==> src/rtl/image_bram_seq_if.sv <==
// Bundle of every non-clock signal of the image BRAM sequencer: commands, load stream,
// pixel stream, BRAM port and status. master = sequencer side, slave = environment side.
interface image_bram_seq_if #(
    parameter int AW = 8,
    parameter int DW = 8
);
    logic          START_LOAD;
    logic          START_READ;
    logic          LOAD_VALID;
    logic [DW-1:0] LOAD_DATA;
    logic          LOAD_READY;
    logic          PIX_READY;
    logic          PIX_VALID;
    logic [DW-1:0] PIX_DATA;
    logic          PIX_LAST;
    logic [AW-1:0] BRAM_ADDR;
    logic [DW-1:0] BRAM_DI;
    logic          BRAM_EN;
    logic          BRAM_WE;
    logic [DW-1:0] BRAM_DO;
    logic          BUSY;
    logic          DONE;

    modport master (
        input  START_LOAD, START_READ, LOAD_VALID, LOAD_DATA, PIX_READY, BRAM_DO,
        output LOAD_READY, PIX_VALID, PIX_DATA, PIX_LAST,
        output BRAM_ADDR, BRAM_DI, BRAM_EN, BRAM_WE, BUSY, DONE
    );

    modport slave (
        output START_LOAD, START_READ, LOAD_VALID, LOAD_DATA, PIX_READY, BRAM_DO,
        input  LOAD_READY, PIX_VALID, PIX_DATA, PIX_LAST,
        input  BRAM_ADDR, BRAM_DI, BRAM_EN, BRAM_WE, BUSY, DONE
    );
endinterface

==> src/rtl/image_bram_seq.sv <==
// Sole owner of a 169 x 8 image BRAM: LOAD fills it from a byte stream, READ streams
// every pixel in address order to the neuron datapath with full backpressure.
//
// state  | meaning
// IDLE   | waiting for START_LOAD / START_READ, BRAM disabled
// LOAD   | accepting bytes, one BRAM write per accepted byte
// PRIME  | issue read of address 0
// STREAM | capture BRAM_DO into the pixel register, advance address on adv
// DRAIN  | last pixel held until the consumer takes it
module image_bram_seq #(
    parameter int DEPTH = 169,
    parameter int AW    = 8,
    parameter int DW    = 8
) (
    input  logic            CLK,
    input  logic            RST,
    image_bram_seq_if.master bus
);
    localparam logic [AW-1:0] LAST_ADDR = AW'(DEPTH - 1);

    typedef enum logic [2:0] {
        S_IDLE,
        S_LOAD,
        S_PRIME,
        S_STREAM,
        S_DRAIN
    } state_t;

    state_t        r_state;
    state_t        w_next;
    logic [AW-1:0] r_wr_addr;
    logic [AW-1:0] r_addr;
    logic [DW-1:0] r_di;
    logic [DW-1:0] r_pix_data;
    logic          r_en;
    logic          r_we;
    logic          r_pix_valid;
    logic          r_pix_last;
    logic          r_done;
    logic          w_adv;
    logic          w_load_acc;

    assign w_adv      = !r_pix_valid || bus.PIX_READY;
    assign w_load_acc = (r_state == S_LOAD) && bus.LOAD_VALID;

    always_ff @(posedge CLK) begin
        if (RST) r_state <= S_IDLE;
        else     r_state <= w_next;
    end

    always_comb begin
        w_next = r_state;
        case (r_state)
            S_IDLE: begin
                if (bus.START_LOAD)      w_next = S_LOAD;
                else if (bus.START_READ) w_next = S_PRIME;
            end
            S_LOAD:   if (w_load_acc && r_wr_addr == LAST_ADDR) w_next = S_IDLE;
            S_PRIME:  w_next = S_STREAM;
            S_STREAM: if (w_adv && r_addr == LAST_ADDR) w_next = S_DRAIN;
            S_DRAIN:  if (r_pix_valid && bus.PIX_READY) w_next = S_IDLE;
            default:  w_next = S_IDLE;
        endcase
    end

    always_ff @(posedge CLK) begin
        if (RST) begin
            r_wr_addr   <= '0;
            r_addr      <= '0;
            r_di        <= '0;
            r_en        <= 1'b0;
            r_we        <= 1'b0;
            r_pix_data  <= '0;
            r_pix_valid <= 1'b0;
            r_pix_last  <= 1'b0;
            r_done      <= 1'b0;
        end else begin
            r_done <= 1'b0;
            case (r_state)
                S_IDLE: begin
                    r_en      <= 1'b0;
                    r_we      <= 1'b0;
                    r_wr_addr <= '0;
                end
                S_LOAD: begin
                    r_en <= w_load_acc;
                    r_we <= w_load_acc;
                    if (w_load_acc) begin
                        r_addr    <= r_wr_addr;
                        r_di      <= bus.LOAD_DATA;
                        r_wr_addr <= r_wr_addr + 1'b1;
                        r_done    <= (r_wr_addr == LAST_ADDR);
                    end
                end
                S_PRIME: begin
                    r_addr <= '0;
                    r_en   <= 1'b1;
                    r_we   <= 1'b0;
                end
                // On a stall the address holds, so the BRAM keeps re-reading it and BRAM_DO stays put.
                S_STREAM: begin
                    if (w_adv) begin
                        r_pix_data  <= bus.BRAM_DO;
                        r_pix_valid <= 1'b1;
                        r_pix_last  <= (r_addr == LAST_ADDR);
                        if (r_addr < LAST_ADDR) r_addr <= r_addr + 1'b1;
                        else                    r_en   <= 1'b0;
                    end
                end
                S_DRAIN: begin
                    if (r_pix_valid && bus.PIX_READY) begin
                        r_pix_valid <= 1'b0;
                        r_pix_last  <= 1'b0;
                        r_done      <= 1'b1;
                    end
                end
                default: begin
                    r_en <= 1'b0;
                    r_we <= 1'b0;
                end
            endcase
        end
    end

    assign bus.LOAD_READY = (r_state == S_LOAD);
    assign bus.BUSY       = (r_state != S_IDLE);
    assign bus.DONE       = r_done;
    assign bus.BRAM_ADDR  = r_addr;
    assign bus.BRAM_DI    = r_di;
    assign bus.BRAM_EN    = r_en;
    assign bus.BRAM_WE    = r_we;
    assign bus.PIX_VALID  = r_pix_valid;
    assign bus.PIX_DATA   = r_pix_data;
    assign bus.PIX_LAST   = r_pix_last;
endmodule

==> src/flat_wrapper.sv <==
// flat-port wrapper written by rule: the top's interface ports become plain ports
module image_bram_seq_flat 
#(
    parameter int DEPTH = 169,
    parameter int AW    = 8,
    parameter int DW    = 8
)
  (CLK, RST, bus_START_LOAD, bus_START_READ, bus_LOAD_VALID, bus_LOAD_DATA, bus_PIX_READY, bus_BRAM_DO, bus_LOAD_READY, bus_PIX_VALID, bus_PIX_DATA, bus_PIX_LAST, bus_BRAM_ADDR, bus_BRAM_DI, bus_BRAM_EN, bus_BRAM_WE, bus_BUSY, bus_DONE);
  image_bram_seq_if #(.AW(AW), .DW(DW)) bus_i ();
  input  logic CLK;
  input  logic RST;
  input wire logic [$bits(bus_i.START_LOAD)-1:0] bus_START_LOAD;
  input wire logic [$bits(bus_i.START_READ)-1:0] bus_START_READ;
  input wire logic [$bits(bus_i.LOAD_VALID)-1:0] bus_LOAD_VALID;
  input wire logic [$bits(bus_i.LOAD_DATA)-1:0] bus_LOAD_DATA;
  input wire logic [$bits(bus_i.PIX_READY)-1:0] bus_PIX_READY;
  input wire logic [$bits(bus_i.BRAM_DO)-1:0] bus_BRAM_DO;
  output wire logic [$bits(bus_i.LOAD_READY)-1:0] bus_LOAD_READY;
  output wire logic [$bits(bus_i.PIX_VALID)-1:0] bus_PIX_VALID;
  output wire logic [$bits(bus_i.PIX_DATA)-1:0] bus_PIX_DATA;
  output wire logic [$bits(bus_i.PIX_LAST)-1:0] bus_PIX_LAST;
  output wire logic [$bits(bus_i.BRAM_ADDR)-1:0] bus_BRAM_ADDR;
  output wire logic [$bits(bus_i.BRAM_DI)-1:0] bus_BRAM_DI;
  output wire logic [$bits(bus_i.BRAM_EN)-1:0] bus_BRAM_EN;
  output wire logic [$bits(bus_i.BRAM_WE)-1:0] bus_BRAM_WE;
  output wire logic [$bits(bus_i.BUSY)-1:0] bus_BUSY;
  output wire logic [$bits(bus_i.DONE)-1:0] bus_DONE;
  assign bus_i.START_LOAD = bus_START_LOAD;
  assign bus_i.START_READ = bus_START_READ;
  assign bus_i.LOAD_VALID = bus_LOAD_VALID;
  assign bus_i.LOAD_DATA = bus_LOAD_DATA;
  assign bus_i.PIX_READY = bus_PIX_READY;
  assign bus_i.BRAM_DO = bus_BRAM_DO;
  assign bus_LOAD_READY = bus_i.LOAD_READY;
  assign bus_PIX_VALID = bus_i.PIX_VALID;
  assign bus_PIX_DATA = bus_i.PIX_DATA;
  assign bus_PIX_LAST = bus_i.PIX_LAST;
  assign bus_BRAM_ADDR = bus_i.BRAM_ADDR;
  assign bus_BRAM_DI = bus_i.BRAM_DI;
  assign bus_BRAM_EN = bus_i.BRAM_EN;
  assign bus_BRAM_WE = bus_i.BRAM_WE;
  assign bus_BUSY = bus_i.BUSY;
  assign bus_DONE = bus_i.DONE;
  image_bram_seq #(.DEPTH(DEPTH), .AW(AW), .DW(DW)) u_core (.CLK(CLK), .RST(RST), .bus(bus_i));
endmodule
==> config.mk <==
export PLATFORM = sky130hd
export DESIGN_NAME = image_bram_seq_flat
export DESIGN_NICKNAME = d
export VERILOG_FILES = /design/src/rtl/image_bram_seq_if.sv /design/src/rtl/image_bram_seq.sv /design/src/flat_wrapper.sv
export SDC_FILE = /design/constraint.sdc
export NUM_CORES = 1
export LEC_CHECK = 0
export CELL_PAD_IN_SITES_DETAIL_PLACEMENT = 0
export CELL_PAD_IN_SITES_GLOBAL_PLACEMENT = 1
export CORE_ASPECT_RATIO = 1.4
export CORE_MARGIN = 5
export CORE_UTILIZATION = 37
export CTS_BUF_LIST = sky130_fd_sc_hd__clkbuf_8
export DETAILED_ROUTE_END_ITERATION = 8
export GPL_TIMING_DRIVEN = 0
export PLACE_DENSITY = 0.83
export SYNTH_ARGS = -nofsm -noshare
export SYNTH_HDL_FRONTEND = slang
export SYNTH_SLANG_ARGS = --single-unit
==> constraint.sdc <==
create_clock -name CLK -period 2 [get_ports CLK]
set_clock_uncertainty 0.1 [all_clocks]
set_input_delay 0.3 -clock CLK [delete_from_list [all_inputs] [get_ports CLK]]
set_output_delay 0.3 -clock CLK [all_outputs]
set_load 0.1 [all_outputs]
==> impl_metrics.toml, run 1 <==
[power_and_ir_drop]
leakagePower_nw = 1.07
clockPowerShare_pct = 29.1
p_comb_share_pct = 28.6
switching_share_pct = 37.8
intPower_mw = 1.26
ir_drop_v = 0.000495
p_sw_uw = 767
p_per_area_nw_per_um2 = 736
p_seq_share_pct = 42.2

[worst_setup_path]
setup.worst_path.start_class = "flop"
cp.required_ns = 1.60
cpLargestDelayFamily = "buffers and inverters"
crit_buf_inv = 1
r2r_start = "u_core.r_state[1]$_SDFFE_PP0P_"
criticalPathCategory = "reg -> out"
slowest_stage = "dlygate4sd2_1"
reg2reg_to = "u_core.bus.BRAM_ADDR[3]$_SDFFE_PP0P_"
cp.depth = 1
reg2reg_depth = 5
endpoint_kind = "output pin"
cp_max_fo = 7
reg2reg_slack_ns = 0.22
arrival_ns = 1.56
endpoint = "bus_BRAM_ADDR[7]"
slowest_delay_ns = 0.87
startpoint = "u_core.bus.BRAM_ADDR[7]$_SDFFE_PP0P_"
path_cells = "dlygate4sd2_1"

[detailed_routing]
wirelength_um = 5970
wire_per_inst_um = 15.5
ant_nets = 0
vias = 2095
viasPerCell = 5.43
drt_first_pass_iters = 4
drt-initial-drc-count = 80
drc = 0

[cells_and_area]
syn_to_final_growth_pct = 31.9
fillers = 558
layout-drive-gt1-share_pct = 10.7
fin_nets = 343
final_common_cell = "nand2_1"
fin_util_pct = 50.3
diodes = 0
final_cell_mix = "45 x nand2_1, 33 x dfxtp_1, 30 x a21oi_1"

[synth]
syn_area_um2 = 2090
synth_area_leaders = "dfxtp_1 38%, nand2_1 8.1%, a21oi_1 7.2%"
synthCells = 259
yosys_most_used_dff = "dfxtp_1"
synth.avg_cell_area_um2 = 8.07
synth-edff-count = 0
ys_warn_count = 0
async_flop_share_pct = 0
ys_types = 56
yosysSeqAreaShare_pct = 38.3
synth-seq-cells = 40
synth.top_cell.area_share_pct = 38.3
synth_top_area_cell = "dfxtp_1"
synthesis.nets = 285

[grt]
grt_max_degree = 14
grt_pass1_vias = 2124
grt_overflow = 0
grt_antenna_before_repair = 0
grt_pass1_wl_um = 10200
grt_use_total_pct = 17.7

[cts]
cts_root_buf = "clkbuf_8"
cts.path.max_buffers = 2
cts_tree = "built"
cts_hold_buf = 0
clock_latency_ns = 0.30
cts_inserted_buffers = 5
h-tree-depth = 2
clk_pin_slew_ns = 0.09
cts.sinks = 40

[timing]
rsz0062_at_grt = "false"
fmax_mhz = 511
finalCriticalPeriod_ns = 1.96
fin_ws_ns = 0.0448
slew_violations = 0
setup_viol = 0
fin_crit_sh_pct = 97.8
tightest_slew_ns = 0.978
hold_violations = 0
max_slew_margin_pct = 35.0

[placed_design]
place_ws_ns = -0.300
gp_congestion = 0.901
portBuffers = 51
dp_hpwl_um = 4460

[die]
rows = 32
ios = 53
dieArea_um2 = 7270
initial_utilization_pct = 38.1
die_height_um = 98.9
die_w_um = 73.5
core_region_area_um2 = 5490

[run_status]
status = "completed"

[worst_hold_path]
hp-class = "reg -> reg"

[run]
drv_cap = 0
-- through the flow --
step / setup TNS [ns] / instances / hold slack (ns) / power (mW) / instance area, um^2
floorplan: 0 / 259 / 0.336 / 1.31 / 2110
global placement: -0.913 / 378 / 0.341 / 1.48 / 2710
detailed placement: -0.956 / 378 / 0.349 / 1.48 / 2710
CTS: 0 / 386 / 0.345 / 2.04 / 2760
global route: 0 / 386 / 0.376 / 2.12 / 2760
finish: 0 / 386 / 0.353 / 2.03 / 2760
-- final cells by class --
type                    instances  area, um^2  area share (%)
clock inverters                 2        15.0           0.545
inverters                      13        48.8            1.77
flip-flops and latches         40         810            29.4
multi-input cells             191        1180            42.8
plain buffers                  15        71.3            2.59
well taps                      68        85.1            3.09
clock buffers                   6        82.6            3.00
repair buffers                 51         464            16.8
-- power by group through the flow --
stage	Sequential, mW	Combinational (mW)	Clock [mW]
after detailed placement	0.877	0.602	0
after floorplan	1.05	0.257	0
after global routing	0.864	0.623	0.636
after CTS	0.857	0.580	0.607
final	0.857	0.581	0.591
after global placement	0.876	0.600	0
-- kinds of logic after synthesis --
family          after synthesis  synth area share (%)
simple gates                100                  24.6
xor+xnor                      7                  2.93
flops                        40                  38.3
fa+ha+maj                     4                  2.40
compound gates               80                  26.0
buf+inv                      28                  5.75
-- flip-flops by register name, summed over array words and instances (netlist names) --
name,count
u_core.bus.BRAM_EN,1
u_core.bus.BRAM_ADDR,8
u_core.bus.PIX_DATA,8
u_core.r_wr_addr,8
u_core.bus.PIX_LAST,1
u_core.bus.BRAM_DI,8
u_core.bus.PIX_VALID,1
u_core.bus.BRAM_WE,1
u_core.r_state,3
u_core.bus.DONE,1
-- synthesized netlist by cell type (3+ instances only) --
master / number
a211oi_1: 5
a21oi_1: 30
a221oi_1: 5
a31oi_1: 3
a32o_1: 3
a41oi_1: 3
buf_2: 3
clkbuf_1: 9
dfxtp_1: 40
ha_1: 4
inv_1: 12
nand2_1: 45
nand2b_1: 3
nand3_1: 6
nand4_1: 4
nor2_1: 14
nor3_1: 5
o21ai_0: 6
o21ai_1: 3
o22ai_1: 4
xnor2_1: 3
xor2_1: 4
-- per-layer routing --
| layer | vias to the layer above | track usage, % | routed length (um) |
|---|---|---|---|
| li1 | 1053 | - | - |
| met1 | 968 | 21.4 | 2580 |
| met2 | 61 | 28.6 | 2870 |
| met3 | 13 | 5.00 | 400 |
| met4 | 0 | 7.67 | 117 |
| met5 | - | 0 | 0 |
-- timing repair --
action,4_1_cts,5_1_grt
buffers inserted,0,0
resized for setup,42,6
gates cloned,0,0
pin swaps,0,0
setup endpoints to repair,31,5
hold endpoints to repair,0,0
-- how the worst min path moves through the flow --
stage / startpoint / endpoint / slack, ns / depth (start not counted)
floorplan: bus_LOAD_DATA[0] / u_core.bus.BRAM_DI[0]$_SDFFE_PP0P_ / 0.34 / 2
global route: u_core.bus.BRAM_DI[2]$_SDFFE_PP0P_ / u_core.bus.BRAM_DI[2]$_SDFFE_PP0P_ / 0.38 / 2
detailed placement: u_core.bus.PIX_DATA[2]$_SDFFE_PP0P_ / u_core.bus.PIX_DATA[2]$_SDFFE_PP0P_ / 0.35 / 2
CTS: RST / u_core.bus.BRAM_ADDR[4]$_SDFFE_PP0P_ / 0.34 / 3
global placement: u_core.bus.PIX_DATA[1]$_SDFFE_PP0P_ / u_core.bus.PIX_DATA[1]$_SDFFE_PP0P_ / 0.34 / 2
finish: u_core.bus.BRAM_DI[2]$_SDFFE_PP0P_ / u_core.bus.BRAM_DI[2]$_SDFFE_PP0P_ / 0.35 / 2
No activity file was read; power rests on OpenSTA's default activity.
==> inputs of run 2 (changes only) <==
--- a/config.mk
+++ b/config.mk
@@ -5,6 +5,7 @@
 export SDC_FILE = /design/constraint.sdc
 export NUM_CORES = 1
 export LEC_CHECK = 0
+export ABC_CLOCK_PERIOD_IN_PS = 2000
 export CELL_PAD_IN_SITES_DETAIL_PLACEMENT = 0
 export CELL_PAD_IN_SITES_GLOBAL_PLACEMENT = 1
 export CORE_ASPECT_RATIO = 1.4
@@ -14,6 +15,7 @@
 export DETAILED_ROUTE_END_ITERATION = 8
 export GPL_TIMING_DRIVEN = 0
 export PLACE_DENSITY = 0.83
+export REMOVE_ABC_BUFFERS = 1
 export SYNTH_ARGS = -nofsm -noshare
 export SYNTH_HDL_FRONTEND = slang
 export SYNTH_SLANG_ARGS = --single-unit
==> run 2 against run 1 <==
  * Die area is the same
  * Utilization shrank 0.23 points
  * Critical path depth grew 2
  * Via count shrank 2.8%
  * Worst hold slack is essentially flat
  * First-iteration DRC count grew 93%
  * Sequential share of layout area grew 0.13 points
  * Critical path type unchanged
  * Sequential cell count is the same
  * Final cell count shrank 3.6%
==> impl_metrics.toml, run 2 (same netlist as run 1, synthesis figures left out) <==
[cells_and_area]
final_cell_mix = "45 x nand2_1, 37 x dfxtp_1, 30 x a21oi_1"
layout-drive-gt1-share_pct = 10.9
finalNonFillerCells = 372
syn_to_final_growth_pct = 31.3
fillers = 572
multi_input_area_um2 = 1180
diodes = 0
fin_util_pct = 50.0
final_common_cell = "nand2_1"
final_cell_area_um2 = 2740
regArea_um2 = 810
fin_nets = 329

[die]
die_height_um = 98.9
ios = 53
core_region_area_um2 = 5490
die_w_um = 73.5
initial_utilization_pct = 38.1
rows = 32
dieArea_um2 = 7270

[cts]
cts_setup_buffers = 0
h-tree-depth = 2
cts_tree = "built"
cts_hold_buf = 0
cts_root_buf = "clkbuf_8"
clock_latency_ns = 0.30
cts.path.max_buffers = 2
cts.sinks = 40
ctsResizeCount = 66
cts_inserted_buffers = 5
clk_pin_slew_ns = 0.08

[worst_hold_path]
hp-class = "reg -> reg"
holdPathStages = 2
holdCritStartpoint = "u_core.bus.PIX_DATA[5]$_SDFFE_PP0P_"

[detailed_routing]
vias = 2036
wire_per_inst_um = 15.3
wirelength_um = 5680
drt_first_pass_iters = 4
drt-initial-drc-count = 154
drc = 0
ant_nets = 0
viasPerCell = 5.47

[power_and_ir_drop]
p_per_area_nw_per_um2 = 775
intPower_mw = 1.38
ir_drop_v = 0.000403
leakagePower_nw = 1.04
switching_share_pct = 35.0
p_sw_uw = 746
p_comb_share_pct = 25.0
p_seq_share_pct = 41.7
clockPowerShare_pct = 33.3

[placed_design]
place_area_um2 = 2620
dp_cells = 364
dp_hpwl_um = 3960
gp_congestion = 0.813
portBuffers = 52

[timing]
tightest_slew_ns = 0.981
max_slew_margin_pct = 34.8
setup_viol = 0
slew_violations = 0
whs_ns = 0.353
fin_crit_sh_pct = 95.9
finalCriticalPeriod_ns = 1.92
rsz0062_at_grt = "true"
fmax_mhz = 521
hold_violations = 0

[worst_setup_path]
setup.worst_path.start_class = "flop"
cp.required_ns = 1.60
cp_max_fo = 23
slowest_delay_ns = 0.45
reg2reg_depth = 4
endpoint_kind = "output pin"
path_cells = "nor3_2 -> inv_2 -> buf_4"
slowest_stage = "dfxtp_2"
arrival_ns = 1.52
criticalPathCategory = "reg -> out"
startpoint = "u_core.r_state[2]$_SDFFE_PP0P_"
r2r_start = "u_core.r_state[2]$_SDFFE_PP0P_"

[grt]
grt_use_total_pct = 16.1
use_met1_pct = 19.7
grt_pass1_vias = 1979
busiest_layer = "met2"
grt_pass1_wl_um = 9470
grt_overflow = 0
grt_util_met3_pct = 2.86
met2_usage_pct = 27.0
grt_max_degree = 35
grt_antenna_before_repair = 0

[run_status]
status = "completed"

[run]
drv_cap = 0
run 2: changes by cell type in the layout (fill, tap and decap cells not counted), sizes merged:
cell | before | now
clkdlybuf4s15 | 3 | 9
clkinv | 0 | 1
dlygate4sd2 | 24 | 20
bufinv | 0 | 1
clkinvlp | 2 | 0
clkbuf | 18 | 7
buf | 7 | 2
run 2: final timing paths:
kind / slack (ns) / endpoint
min: 0.35 / u_core.bus.PIX_DATA[5]$_SDFFE_PP0P_
min reg2reg: 0.35 / u_core.bus.PIX_DATA[5]$_SDFFE_PP0P_
max reg2reg: 0.09 / u_core.r_wr_addr[7]$_SDFFE_PP0P_
max: 0.08 / bus_BUSY
run 2: area by class of cell:
class | count | area share, %
multi-input combinational | 191 | 43.0
sequential | 40 | 29.5
timing repair buffer | 52 | 18.2
tap | 68 | 3.10
clock buffer | 6 | 3.01
inverter | 13 | 1.78
clock inverter | 2 | 1.41
run 2: power groups by stage:
stage	Sequential, mW	Combinational [mW]	Clock (mW)
3_3_place_gp	0.904	0.545	0
6_report	0.887	0.533	0.708
2_1_floorplan	1.07	0.211	0
3_5_place_dp	0.904	0.546	0
5_1_grt	0.895	0.568	0.757
4_1_cts	0.886	0.532	0.726
run 2: critical path: cells and delay by family, from the launching register on:
| family | cells | cell delay, ns |
|---|---|---|
| DFF | 1 | 0.45 |
| and+or+nand+nor | 1 | 0.39 |
| buffers and inverters | 2 | 0.37 |
run 2: metrics by stage:
stage | power (mW) | setup WS (ns) | setup TNS [ns]
floorplan | 1.28 | -1.44 | -3.48
global route | 2.22 | -0.0108 | -0.0240
finish | 2.13 | 0.0823 | 0
detailed placement | 1.45 | -0.811 | -9.60
global placement | 1.45 | -0.845 | -9.87
CTS | 2.14 | 0.00186 | 0
run 2: per-layer routing:
layer / share of wire, % / routed length [um]
met1: 43 / 2440
met2: 51 / 2870
met3: 4.3 / 244
met4: 2.1 / 121
met5: 0 / 0
